[src/rtl/fetch_unit.sv]
// fetch_unit -- instruction-fetch stage and IF/ID pipeline register.
//
// Owns the fetch PC and drives a req/ack instruction-memory port. If an
// instruction returns while the fetch stage is stalled, it is held in a
// one-entry skid buffer. Fetches that are still in flight when a redirect
// arrives are discarded. The decode stage sees {instr, pc, pc+4, valid}.
//
// Ports:
//   i_clk, i_rst_n          clock, asynchronous active-low reset
//   i_stall_IF              hold the fetch PC (hazard unit)
//   i_stall_ID              hold the IF/ID register (hazard unit)
//   i_flush_ID              load a bubble into IF/ID (hazard unit)
//   i_pcSrc_EX              taken branch/jump resolved in EX
//   i_pc_target_EX          redirect target (bits [1:0] ignored)
//   o_imem_req, o_imem_addr instruction-memory request and word address
//   i_imem_ack, i_imem_rdata memory response (ack may be same-cycle)
//   o_instr_ID, o_pc_ID, o_pc_plus4_ID, o_valid_ID  IF/ID register
module fetch_unit #(
  parameter int unsigned              DATA_WIDTH = 32,
  parameter logic [DATA_WIDTH-1:0]    RESET_PC   = '0
) (
  input  logic                  i_clk,
  input  logic                  i_rst_n,
  input  logic                  i_stall_IF,
  input  logic                  i_stall_ID,
  input  logic                  i_flush_ID,
  input  logic                  i_pcSrc_EX,
  input  logic [DATA_WIDTH-1:0] i_pc_target_EX,
  output logic                  o_imem_req,
  output logic [DATA_WIDTH-1:0] o_imem_addr,
  input  logic                  i_imem_ack,
  input  logic [DATA_WIDTH-1:0] i_imem_rdata,
  output logic [DATA_WIDTH-1:0] o_instr_ID,
  output logic [DATA_WIDTH-1:0] o_pc_ID,
  output logic [DATA_WIDTH-1:0] o_pc_plus4_ID,
  output logic                  o_valid_ID
);

  localparam logic [DATA_WIDTH-1:0] NOP        = DATA_WIDTH'(32'h0000_0013);
  localparam logic [DATA_WIDTH-1:0] ALIGN_MASK = ~DATA_WIDTH'(3);
  localparam logic [DATA_WIDTH-1:0] PC_STEP    = DATA_WIDTH'(4);

  typedef enum logic [1:0] {
    FETCH    = 2'd0,
    BUFFERED = 2'd1,
    DROP     = 2'd2
  } state_t;

  state_t                  state, state_n;
  logic [DATA_WIDTH-1:0]   pc_F, pc_F_n;
  logic [DATA_WIDTH-1:0]   redir_pc, redir_pc_n;
  logic [DATA_WIDTH-1:0]   buf_instr, buf_pc;
  logic                    buf_load;

  logic [DATA_WIDTH-1:0]   target;
  logic                    handshake;
  logic                    src_valid;
  logic [DATA_WIDTH-1:0]   src_instr, src_pc;

  assign target = i_pc_target_EX & ALIGN_MASK;

  // Request is gated by reset so nothing is issued, and no late ack is
  // honoured, while the core is held in reset.
  assign o_imem_req  = i_rst_n & (state != BUFFERED);
  assign o_imem_addr = pc_F;
  assign handshake   = o_imem_req & i_imem_ack;

  always_comb begin
    state_n    = state;
    pc_F_n     = pc_F;
    redir_pc_n = redir_pc;
    buf_load   = 1'b0;
    src_valid  = 1'b0;
    src_instr  = i_imem_rdata;
    src_pc     = pc_F;
    unique case (state)
      FETCH: begin
        if (i_pcSrc_EX) begin
          // A redirect always wins over stall; an unfinished fetch must be
          // completed (address held) and then thrown away in DROP.
          if (handshake) begin
            pc_F_n = target;
          end else begin
            redir_pc_n = target;
            state_n    = DROP;
          end
        end else if (handshake) begin
          pc_F_n = pc_F + PC_STEP;
          if (i_stall_IF) begin
            buf_load = 1'b1;
            state_n  = BUFFERED;
          end else begin
            src_valid = 1'b1;
          end
        end
      end
      BUFFERED: begin
        if (i_pcSrc_EX) begin
          pc_F_n  = target;
          state_n = FETCH;
        end else if (!i_stall_IF) begin
          src_valid = 1'b1;
          src_instr = buf_instr;
          src_pc    = buf_pc;
          state_n   = FETCH;
        end
      end
      DROP: begin
        if (handshake) begin
          pc_F_n  = i_pcSrc_EX ? target : redir_pc;
          state_n = FETCH;
        end else if (i_pcSrc_EX) begin
          redir_pc_n = target;
        end
      end
      default: state_n = FETCH;
    endcase
  end

  always_ff @(posedge i_clk or negedge i_rst_n) begin
    if (!i_rst_n) begin
      state     <= FETCH;
      pc_F      <= RESET_PC & ALIGN_MASK;
      redir_pc  <= '0;
      buf_instr <= '0;
      buf_pc    <= '0;
    end else begin
      state    <= state_n;
      pc_F     <= pc_F_n;
      redir_pc <= redir_pc_n;
      if (buf_load) begin
        buf_instr <= i_imem_rdata;
        buf_pc    <= pc_F;
      end
    end
  end

  // IF/ID register: flush beats stall; a bubble keeps the previous PCs.
  always_ff @(posedge i_clk or negedge i_rst_n) begin
    if (!i_rst_n) begin
      o_instr_ID    <= NOP;
      o_pc_ID       <= '0;
      o_pc_plus4_ID <= '0;
      o_valid_ID    <= 1'b0;
    end else if (i_flush_ID) begin
      o_instr_ID <= NOP;
      o_valid_ID <= 1'b0;
    end else if (!i_stall_ID) begin
      if (src_valid) begin
        o_instr_ID    <= src_instr;
        o_pc_ID       <= src_pc;
        o_pc_plus4_ID <= src_pc + PC_STEP;
        o_valid_ID    <= 1'b1;
      end else begin
        o_instr_ID <= NOP;
        o_valid_ID <= 1'b0;
      end
    end
  end

endmodule
[config.mk]
export PLATFORM = sky130hd
export DESIGN_NAME = fetch_unit
export DESIGN_NICKNAME = d
export VERILOG_FILES = /design/src/rtl/fetch_unit.sv
export SDC_FILE = /design/constraint.sdc
export NUM_CORES = 1
export LEC_CHECK = 0
export ABC_AREA = 0
export CORE_ASPECT_RATIO = 0.75
export CORE_MARGIN = 4
export CORE_UTILIZATION = 50
export DETAILED_ROUTE_END_ITERATION = 8
export DONT_BUFFER_PORTS = 1
export HOLD_SLACK_MARGIN = 0.02
export SETUP_SLACK_MARGIN = 0.02
export SLEW_MARGIN = 40
export SYNTH_ARGS = -nofsm -noshare
export SYNTH_HDL_FRONTEND = slang
export SYNTH_SLANG_ARGS = --single-unit
[constraint.sdc]
create_clock -name i_clk -period 8 [get_ports i_clk]
set_input_delay 1.2 -clock i_clk [delete_from_list [all_inputs] [get_ports i_clk]]
set_output_delay 1.2 -clock i_clk [all_outputs]
set_load 0.01 [all_outputs]
### Word-level counts from Yosys, hierarchy flattened

Index checks and enable logic that the tools add are counted.

* register bits after elaboration: 227
* input port bits: 71
* logic and storage cells: 76

* add/sub/neg operators: 2
* eq/ne operators: 14
* muxes and demuxes: 40
* bitwise operators: 4
* reduce and logical (&&, ||, !) cells: 7

Operators with widths (number)
* 32-bit 2-to-1 mux: 18
* 32-bit one-hot mux with 3 select lines: 1
* 32-bit by 3-bit adder with 32-bit output (second input constant): 2
* 32-bit one-hot mux with 2 select lines: 1
* 2-bit 2-to-1 mux: 7
* 2-bit != test (second input constant): 6
* 3-bit != test (second input constant): 4
* 1-bit 2-to-1 mux: 11
* 4-bit AND reduction: 2
* 2-bit one-hot mux with 3 select lines: 1
* 5-bit AND reduction: 1
* 2-bit by 1-bit != test with 1-bit output (second input constant): 2
* 3-bit AND reduction: 1
* 3-bit nonzero test: 1
* 1-bit bitwise AND: 2
* 2-bit by 1-bit == test with 1-bit output (second input constant): 1
* 2-bit == test (second input constant): 1
* 2-bit zero test: 1
* 1-bit NOT: 2
* 1-bit one-hot mux with 2 select lines: 1
* 2-bit nonzero test: 1

### Depth between registers and ports, before layout

Gate-level depths: netlist of the first run.

* word-level depth: 9
* gate-level depth with buffers: 15
* gate-level depth less buffers: 11

### Least setup slack after synthesis of the first run

Ideal clock, no wire load.

* path type: input to register
* start point: in i_pcSrc_EX
* end point: reg o_pc_plus4_ID[28]
* library setup time: 126 ps
* data arrival time: 4307 ps
* setup slack: 3567 ps
* stages on the path: 14
* cell sequence: buf_6 > nor3b_2 > clkbuf_1 > buf_2 > clkbuf_1 > nand2_1 > nand2_1 > ha_1 > nand4_1 > nor4b_2 > o22ai_1 > buf_6 > or3_1 > a221o_1

* longest elaborated chain between the ends: 3
* elaborated cells between the ends (all ways): 7

Ends and longest elaborated chain
* from (decl): line 27 `input logic i_pcSrc_EX,`
* 32-bit 2-to-1 mux: line 98 `if (i_pcSrc_EX) begin`
* 32-bit 2-to-1 mux: line 76 `unique case (state)`
* via src_pc[2]: line 58 `logic [DATA_WIDTH-1:0] src_instr, src_pc;`
* 32-bit by 3-bit adder with 32-bit output: line 152 `o_pc_plus4_ID <= src_pc + PC_STEP;`
* to (signal assigned): line 152
* to (decl): line 35 `output logic [DATA_WIDTH-1:0] o_pc_plus4_ID,`

The timed path passes the listed nets, and every way through them passes these cells.
A chain may end at the register's enable or synchronous reset.

### Final worst setup path of the first run

* start point: reg state[1]
* end point: reg o_pc_plus4_ID[28]

* elaborated cells between the ends (all ways): 11

RTL lines
* from (decl): line 49 `state_t state, state_n;`
* from (signal assigned): line 128 `state <= state_n;`
* 2-bit by 1-bit == test with 1-bit output: line 76
* 32-bit 2-to-1 mux: line 76
* via src_pc[2]: line 58
* 32-bit by 3-bit adder with 32-bit output: line 152

The timed path passes the listed nets, and every way through them passes these cells.

==> results of run 1 <==
worst max-delay path: cells and delay by family, from the launching register on:
family	cells	cell delay (ns)
adder cells (fa/ha/maj)	2	0.50
AO/OA/AOI/OAI	2	0.62
flip-flops	1	0.43
buffers and inverters	1	0.10
AND/OR/NAND/NOR	6	1.85
stage by stage:
step | instance area, um^2 | hold slack [ns] | utilization | power [uW] | instances
floorplan | 11370 | 0.4642 | - | 2899 | 1126
finish | 12320 | 0.3835 | 0.5542 | 4358 | 1390
CTS | 12310 | 0.3714 | 0.5538 | 4387 | 1390
global route | 12320 | 0.3598 | 0.5542 | 4642 | 1390
global placement | 11490 | 0.4836 | 0.5167 | 3242 | 1345
detailed placement | 11530 | 0.4922 | 0.5189 | 3278 | 1348
sequential cells by signal, indices dropped and copies added, names as in the netlist:
name	cells
o_pc_plus4_ID	30
o_pc_ID	32
o_imem_addr	32
redir_pc	32
state	2
o_valid_ID	1
buf_pc	32
buf_instr	32
o_instr_ID	32
worst paths after layout:
check,from,end,depth (start not counted)
max in group asynchronous,i_rst_n,o_pc_plus4_ID[24],0
worst min register to register,buf_instr[1],o_instr_ID[1],2
worst max register to register,state[1],o_pc_plus4_ID[28],11
worst max-delay path,state[1],o_pc_plus4_ID[28],11
worst min-delay path,i_rst_n,redir_pc[0],0
min in group i_clk,buf_instr[1],o_instr_ID[1],2
power breakdown:
group | total [uW] | internal (uW) | switching (uW)
combinational | 1100 | 526 | 579
sequential | 2160 | 1570 | 592
clock | 1090 | 649 | 445
per-layer routing:
layer	GRT usage	wire length [um]	vias up
li1	-	-	4004
met1	0.3351	13410	4331
met2	0.3622	14020	253
met5	0	0	-
met3	0.06869	2445	39
met4	0.03869	433	0
cells in the final DEF (no fill, tap or decap), types with 8 or more instances in the layout:
| master | count |
|---|---|
| a22oi_1 | 9 |
| a21oi_1 | 52 |
| a221oi_1 | 9 |
| nand2_1 | 160 |
| nor2_1 | 53 |
| clkbuf_16 | 25 |
| mux2_2 | 97 |
| dfrtp_1 | 222 |
| nand4_1 | 16 |
| mux2i_1 | 54 |
| xnor2_1 | 14 |
| inv_1 | 14 |
| nor3_1 | 13 |
| a21o_1 | 16 |
| nand3_1 | 25 |
| and3_1 | 13 |
| or3_1 | 12 |
| o21ai_0 | 92 |
| nor4_1 | 15 |
| a31oi_1 | 19 |
| o211ai_1 | 8 |
| and2_1 | 8 |
| buf_4 | 10 |
cell type report:
type,count,area [um^2]
clock inverters,6,58.81
well taps,294,367.9
repair buffers,13,111.4
flip-flops and latches,225,5634
inverters,14,52.55
clock buffers,36,716.9
multi-input cells,802,5378
fillers,1978,9910
kinds of logic after synthesis:
logic type,count (synthesis)
XOR/XNOR,20
AO/OA/AOI/OAI,268
adder cells (fa/ha/maj),6
multiplexers,151
AND/OR/NAND/NOR,357
flip-flops,225
buffers and inverters,99
==> results.toml, run 1 <==
[worst_setup_path]
setup.worst_path.class = "reg2reg"
critical_path.max_fanout = 14
worst_path_max_delay_cell = "nor3b_4"
startpoint_type = "flop"
arrival_ns = 4.02
ff2ff_setup_slack_ns = 4.37
worst-endpoint-required_ns = 8.39
cpPeakStageDelay_ns = 0.61
worstSetupEndpointType = "flop"
worstPathCellList = "inv_1, ha_1, nor3b_4, nand2_1, nand2_1, ha_1, nand4_1, nor4b_2, o22ai_2, or3_1, a221o_1"

[die]
starting_density_of_the_core = 0.5117
placeableCoreArea_mm2 = 0.02223
die_w_um = 182.2
design.die.area_mm2 = 0.02525
standard_cell_row_count = 47
fp.dieH_um = 138.6
pin_count = 201

[synthesis]
synth_common_cells = "222 x dfrtp_1, 161 x nand2_1, 97 x mux2_2"
post_synth.cell_area_avg_um2 = 10.10
synth_xor_area_frac = 0.01540
post-synth-top-area-cell = "dfrtp_1"
synth_ff_type = "dfrtp_1"
post_synth_fa_ha_maj_area_fraction = 0.006601
main_combinational_cell_family_by_area_after_synthesis = "simple AND/OR/NAND/NOR gates"
synthCells = 1126
yosysMostFrequentCell = "dfrtp_1"
synth_seq_area_share = 0.4954
synth_nets = 1203
synth-simple-area-share = 0.1523
synth-compound-area-share = 0.1502
yosysWarningCount = 0
portion_of_netlist_area_occupied_by_mux_cells = 0.1436
synth_enable_flop_cells = 0
asyncSetResetFlopFracSynth = 1.000
synthTopCellsByArea = "dfrtp_1 49%, mux2_2 9.6%, nand2_1 5.3%, mux2i_1 4.8%, o21ai_0 4.0%"
yosys.area.top_type_share = 0.4884
yosys_register_bits = 225
syn_area_mm2 = 0.01137
synth_cell_type_count = 68

[power_and_ir_drop]
power_per_cell_area_mw_per_mm2 = 353.7
ir_drop_mv = 0.1842
p_leak_uw = 0.005399

[global_routing]
first_global_vias = 8266
grt_overflow = 0
gr-usage-all-layers = 0.2339
wire_length_of_the_first_global_routing_pass_um = 48240
grt_start_max_net_pins = 229
antenna_found_initial = 0

[clock_tree]
clock_tree.root_cell = "clkbuf_16"
postCtsResizedCells = 0
numClockSinks = 225
cts_inserted_buffers = 24
quantity_of_hold_fixing_buffers_added_after_cts = 0
clock_path_buffers = 3
tritoncts = "done"
path_clk_slew_ns = 0.06
cts_setup_buffers = 0
worst_skew_pair.late_latency_ns = 0.51
htreeDepth = 1

[place]
portBuffers = 0
routabilityCongestion = 0.8450
place_hpwl_um = 20290
preCtsSetupSlack_ns = 3.886

[drt]
via_per_instance_ratio = 6.206
post-route-drc-count = 0
dr_total_vias = 8627
firstDrtPassIters = 5
detail_route.wirelength_um = 30310
drt-initial-drc-count = 575
drtAntennaViolNets = 0
route.detailed.wl_per_inst_um = 21.81

[run]
maxCapViolations = 0

[final_layout]
diodes_inserted = 0
finish.net_count = 1157
syn2layout_area_growth_pct = 8.317
drive_gt1_frac = 0.1542

[timing]
tightestPinTransition_ns = 0.8385
min_period_over_period = 0.4535
finalSetupViolations = 0
final-hold-violation-count = 0
timing.final.crit_period_ns = 3.628
timing.max_slew.rel_slack = 0.4410
setup_total_negative_slack_ns = 0
maxClockFrequency_mhz = 275.6
setup_repair_after_global_routing_missed_its_margin = "false"
fin_skew_ns = 0.01024
max_slew_vio_count = 0
final_critical_path_setup_slack_ns = 4.372

[status]
status = "finished clean"

[hold_path]
worst_hold_class = "in2async"
Power figures use the tool's default switching activity.
==> run 2: changes to the inputs <==
==> constraint.sdc (replaced) <==
create_clock -name i_clk -period 3.8 [get_ports i_clk]
set_input_delay 0.57 -clock i_clk [delete_from_list [all_inputs] [get_ports i_clk]]
set_output_delay 0.57 -clock i_clk [all_outputs]
set_load 0.01 [all_outputs]
==> run 2 against run 1 <==
  * The flow now finishes with violations (negative hold slack)
  * Routed wire length up 0.74%
  * Sequential cell count unchanged
  * Clock skew up 0.0087 ns
  * Via count unchanged
  * Combinational power up 120%
  * Critical path type unchanged
  * Critical endpoint is now o_pc_plus4_ID[30]
==> results.toml, run 2 (synthesized netlist as in run 1, its figures left out) <==
[global_routing]
grt_start_max_net_pins = 229
grt_overflow = 0
gr-usage-all-layers = 0.2357
wire_length_of_the_first_global_routing_pass_um = 48830
antenna_found_initial = 0
first_global_vias = 8567

[timing]
finalSetupViolations = 0
max_slew_vio_count = 0
setup_total_negative_slack_ns = 0
final_critical_path_setup_slack_ns = 0.5238
timing.final.crit_period_ns = 3.276
timing.max_slew.rel_slack = 0.4422
maxClockFrequency_mhz = 305.2
min_period_over_period = 0.8621
whs_ns = -0.2406
tightestPinTransition_ns = 0.8367
setup_repair_after_global_routing_missed_its_margin = "false"
final-hold-violation-count = 222
fin_skew_ns = 0.01897

[place]
preCtsSetupSlack_ns = 0.5456
routabilityCongestion = 0.8270
portBuffers = 0
place_hpwl_um = 20850

[power_and_ir_drop]
ir_drop_mv = 0.4143
p_leak_uw = 0.005443
power_per_cell_area_mw_per_mm2 = 741.8

[final_layout]
num-fill-cells = 1986
most-common-layout-cells = "222 x dfrtp_1, 160 x nand2_1, 97 x mux2_2, 92 x o21ai_0"
syn2layout_area_growth_pct = 8.779
drive_gt1_frac = 0.1575
diodes_inserted = 0
finish.net_count = 1170
mostFrequentLayoutCell = "dfrtp_1"

[clock_tree]
tritoncts = "done"
clock_tree.root_cell = "clkbuf_16"
numClockSinks = 225
worst_skew_pair.late_latency_ns = 0.52
path_clk_slew_ns = 0.06
cts_inserted_buffers = 24
htreeDepth = 1
cts_setup_buffers = 0
postCtsResizedCells = 0
clock_path_buffers = 3

[worst_setup_path]
critical_path.max_fanout = 11
setup.worst_path.class = "reg2reg"
worstPathCellList = "inv_1, ha_1, nor3b_4, nand2_1, nand2_1, ha_1, nand4_1, nor4b_2, o22ai_2, or3_1, a221o_1"
cpPeakStageDelay_ns = 0.43
worst-endpoint-required_ns = 4.20
startpoint_type = "flop"
worst_path_max_delay_cell = "or3_1"
arrival_ns = 3.67
worstSetupEndpointType = "flop"

[drt]
detail_route.wirelength_um = 30530
drt-initial-drc-count = 504
firstDrtPassIters = 6
via_per_instance_ratio = 6.140
route.detailed.wl_per_inst_um = 21.73
post-route-drc-count = 0
drtAntennaViolNets = 0
dr_total_vias = 8627

[die]
standard_cell_row_count = 47
pin_count = 201
design.die.area_mm2 = 0.02525
placeableCoreArea_mm2 = 0.02223
starting_density_of_the_core = 0.5117
die_w_um = 182.2
fp.dieH_um = 138.6

[run]
maxCapViolations = 0

[status]
violated_checks = "negative hold slack"
status = "finished with violations"

[hold_path]
worst_hold_class = "in2async"
run 2: cell types whose count changed in the layout (fill, tap and decap cells not counted), moves of 2 or more:
| cell | delta |
|---|---|
| ha_2 | -2 |
| clkbuf_1 | +5 |
| buf_4 | +15 |
| ha_1 | +2 |
run 2: metrics by stage:
step	area [um^2]	power, uW	util	cells
2_1_floorplan	11370	6102	-	1126
3_3_place_gp	11610	6898	0.5224	1361
3_5_place_dp	11620	6978	0.5228	1361
4_1_cts	12370	9243	0.5566	1405
5_1_grt	12370	9768	0.5566	1405
6_report	12370	9177	0.5566	1405
run 2: layout make-up:
cell class / count / area, um^2 / area share
clock buffer: 41 / 735.7 / 0.05947
clock inverter: 3 / 15.01 / 0.001214
inverter: 14 / 52.55 / 0.004248
multi-input combinational: 802 / 5359 / 0.4332
sequential: 225 / 5634 / 0.4554
tap: 294 / 367.9 / 0.02973
timing repair buffer: 26 / 207.7 / 0.01679
run 2: worst paths after layout:
| check | start | endpoint | slack (ns) | depth (start not counted) |
|---|---|---|---|---|
| worst max-delay path | state[1] | o_pc_plus4_ID[30] | 0.52 | 11 |
| worst min-delay path | i_rst_n | redir_pc[4] | -0.24 | 0 |
| worst max register to register | state[1] | o_pc_plus4_ID[30] | 0.52 | 11 |
| worst min register to register | redir_pc[1] | redir_pc[1] | 0.50 | 1 |
| max in group asynchronous | i_rst_n | redir_pc[19] | 3.56 | 0 |
| min in group i_clk | i_imem_rdata[0] | o_instr_ID[0] | 0.18 | 2 |
run 2: report_power, final:
part	switching [uW]	leakage, uW	internal, uW
Sequential	1170	0.00286	3300
Clock	928	0.000369	1310
Combinational	1310	0.00221	1160
Total	3410	0.00544	5770
run 2: worst max-delay path: cells and delay by family (launching register included):
kind	cells	cell delay (ns)
flip-flops	1	0.42
AO/OA/AOI/OAI	2	0.60
AND/OR/NAND/NOR	6	1.45
buffers and inverters	1	0.10
adder cells (fa/ha/maj)	2	0.59
run 2: layer usage:
layer | GRT usage | up-vias | share of wire
met5 | 0 | - | 0
met4 | 0.05448 | 0 | 0.024
met3 | 0.06476 | 47 | 0.081
met2 | 0.3667 | 249 | 0.45
met1 | 0.3322 | 4305 | 0.45
li1 | - | 4026 | -
==> run 3: changes to the inputs <==
==> constraint.sdc (replaced) <==
create_clock -name i_clk -period 3.4 [get_ports i_clk]
set_input_delay 0.51 -clock i_clk [delete_from_list [all_inputs] [get_ports i_clk]]
set_output_delay 0.51 -clock i_clk [all_outputs]
set_load 0.01 [all_outputs]
==> run 3 against run 2 <==
  * The run still ends with negative hold slack left
  * Critical path depth up 1
  * Combinational power up 15%
  * Routed wire length up 2.0%
  * Sequential share of layout area down 0.61 points
  * Register-to-register slack worse by 0.28 ns
  * Utilization up 0.75 points
  * Hold slack worse by 0.063 ns
  * Total power up 14%
  * Clock skew down 0.0048 ns
  * Via count up 0.93%
  * Largest power group unchanged
==> results.toml, run 3 (synthesized netlist as in run 1, its figures left out) <==
[status]
status = "finished with violations"
violated_checks = "negative hold slack"

[global_routing]
grt_overflow = 0
gr-usage-all-layers = 0.2410
wire_length_of_the_first_global_routing_pass_um = 49960
first_global_vias = 8751
grt_start_max_net_pins = 229
antenna_found_initial = 0

[clock_tree]
clock_path_buffers = 3
htreeDepth = 1
clock_tree.root_cell = "clkbuf_16"
path_clk_slew_ns = 0.07
worst_skew_pair.late_latency_ns = 0.52
tritoncts = "done"
numClockSinks = 225
cts_inserted_buffers = 24

[drt]
dr_total_vias = 8707
drt-initial-drc-count = 519
via_per_instance_ratio = 6.166
drtAntennaViolNets = 0
firstDrtPassIters = 5
post-route-drc-count = 0
detail_route.wirelength_um = 31130
route.detailed.wl_per_inst_um = 22.05

[power_and_ir_drop]
power.net_switching_uw = 3899
clock_power_share = 0.256
power_frac_comb = 0.272
p_leak_uw = 0.005538
power_per_cell_area_mw_per_mm2 = 837.2
power.internal_uw = 6600
switching_share = 0.3714
ir_drop_mv = 0.3942
power.sequential.fraction = 0.472

[final_layout]
syn2layout_area_growth_pct = 10.25
diodes_inserted = 0
final-instance-count-excl-fill = 1412
finish.net_count = 1177
finish.instance_area_mm2 = 0.01254
most-common-layout-cells = "222 x dfrtp_1, 160 x nand2_1, 97 x mux2_2, 92 x o21ai_0, 54 x mux2i_1"
mostFrequentLayoutCell = "dfrtp_1"
drive_gt1_frac = 0.1735
num-fill-cells = 2009

[worst_setup_path]
critical_path.max_fanout = 7
worst-endpoint-required_ns = 3.81
ff2ff_path_depth = 12
startpoint_type = "flop"
worst_r2r_startpoint = "state[1]"
setup.worst_path.class = "reg2reg"
worstSetupEndpointType = "flop"
arrival_ns = 3.56
timing.critical_path.from = "state[1]"

[die]
fp.dieH_um = 138.6
pin_count = 201
placeableCoreArea_mm2 = 0.02223
starting_density_of_the_core = 0.5117
standard_cell_row_count = 47
die_w_um = 182.2
design.die.area_mm2 = 0.02525

[timing]
final-hold-violation-count = 222
whs_ns = -0.3033
setup_total_negative_slack_ns = 0
timing.max_slew.rel_slack = 0.5058
setup_repair_after_global_routing_missed_its_margin = "false"
finalSetupViolations = 0
timing.final.crit_period_ns = 3.155
maxClockFrequency_mhz = 316.9
fin_skew_ns = 0.01422
min_period_over_period = 0.9280
tightestPinTransition_ns = 0.7413
max_slew_vio_count = 0

[place]
portBuffers = 0
place_area_mm2 = 0.01172
routabilityCongestion = 0.8172
placed_cells = 1368
place_hpwl_um = 21140

[run]
maxCapViolations = 0

[hold_path]
worst_hold_class = "in2async"
-- run 3: cell types whose count changed in the layout (fill, tap and decap cells not counted), moves of 2 or more --
cell / previous run / this run
buf_4: 25 / 28
bufinv_16: 0 / 2
clkinv_2: 3 / 9
ha_1: 6 / 4
clkbuf_1: 11 / 2
ha_2: 0 / 2
buf_12: 1 / 5
-- run 3: repair_timing --
action,4_1_cts,5_1_grt
setup buffers,0,0
setup endpoints to repair,0,3
gates resized for setup,0,1
hold endpoints to repair,225,225
-- run 3: path summary, 6_finish.rpt --
path                                     end  slack [ns]
setup reg to reg           o_pc_plus4_ID[24]        0.24
min in group i_clk           o_imem_addr[17]        0.11
setup / recovery           o_pc_plus4_ID[24]        0.24
max in group asynchronous        o_pc_ID[30]        3.29
hold / removal                o_imem_addr[9]       -0.30
hold reg to reg                  redir_pc[1]        0.50
-- run 3: metal layers --
layer  routed length, um  GRT usage  vias up
li1                    -          -     4053
met1               13790     0.3336     4326
met2               14240     0.3839      287
met3                2533    0.06712       41
met4                 564    0.05053        0
met5                   0          0        -
-- run 3: worst max-delay path, stage by stage (launching register included) --
cell and delay (ns):
dfrtp_1 0.43, inv_1 0.10, ha_2 0.20, nor3b_4 0.25, nand2_1 0.08, nand2_1 0.10, ha_2 0.27, nand4_1 0.17
nor4b_2 0.43, o22ai_2 0.23, buf_4 0.23, o31a_1 0.29, o31ai_1 0.25
-- run 3: power by group through the flow --
| stage | clock network, uW | registers [uW] | logic, uW |
|---|---|---|---|
| floorplan | 0 | 4550 | 2270 |
| global placement | 0 | 4990 | 2750 |
| detailed placement | 0 | 5020 | 2830 |
| CTS | 2750 | 4970 | 2850 |
| global route | 2860 | 5120 | 3190 |
| finish | 2690 | 4960 | 2850 |
-- run 3: per-stage QoR --
step	total power (uW)	setup slack [ns]	util	hold slack [ns]
final	10500	0.2448	0.5641	-0.3033
after global routing	11170	0.07418	0.5641	-0.3261
after CTS	10570	0.2101	0.5638	-0.3234
after detailed placement	7849	0.2510	0.5274	0.2221
after global placement	7743	0.3500	0.5272	0.2246
after floorplan	6826	0.03992	-	0.2144
-- run 3: area by class of cell --
class | instances | area [um^2] | area share
Timing Repair Buffer | 33 | 310.3 | 0.02475
Multi-Input combinational cell | 802 | 5364 | 0.4278
Sequential cell | 225 | 5634 | 0.4493
Clock buffer | 31 | 688.2 | 0.05488
Clock inverter | 13 | 122.6 | 0.009779
Tap cell | 294 | 367.9 | 0.02934
Inverter | 14 | 52.55 | 0.004191
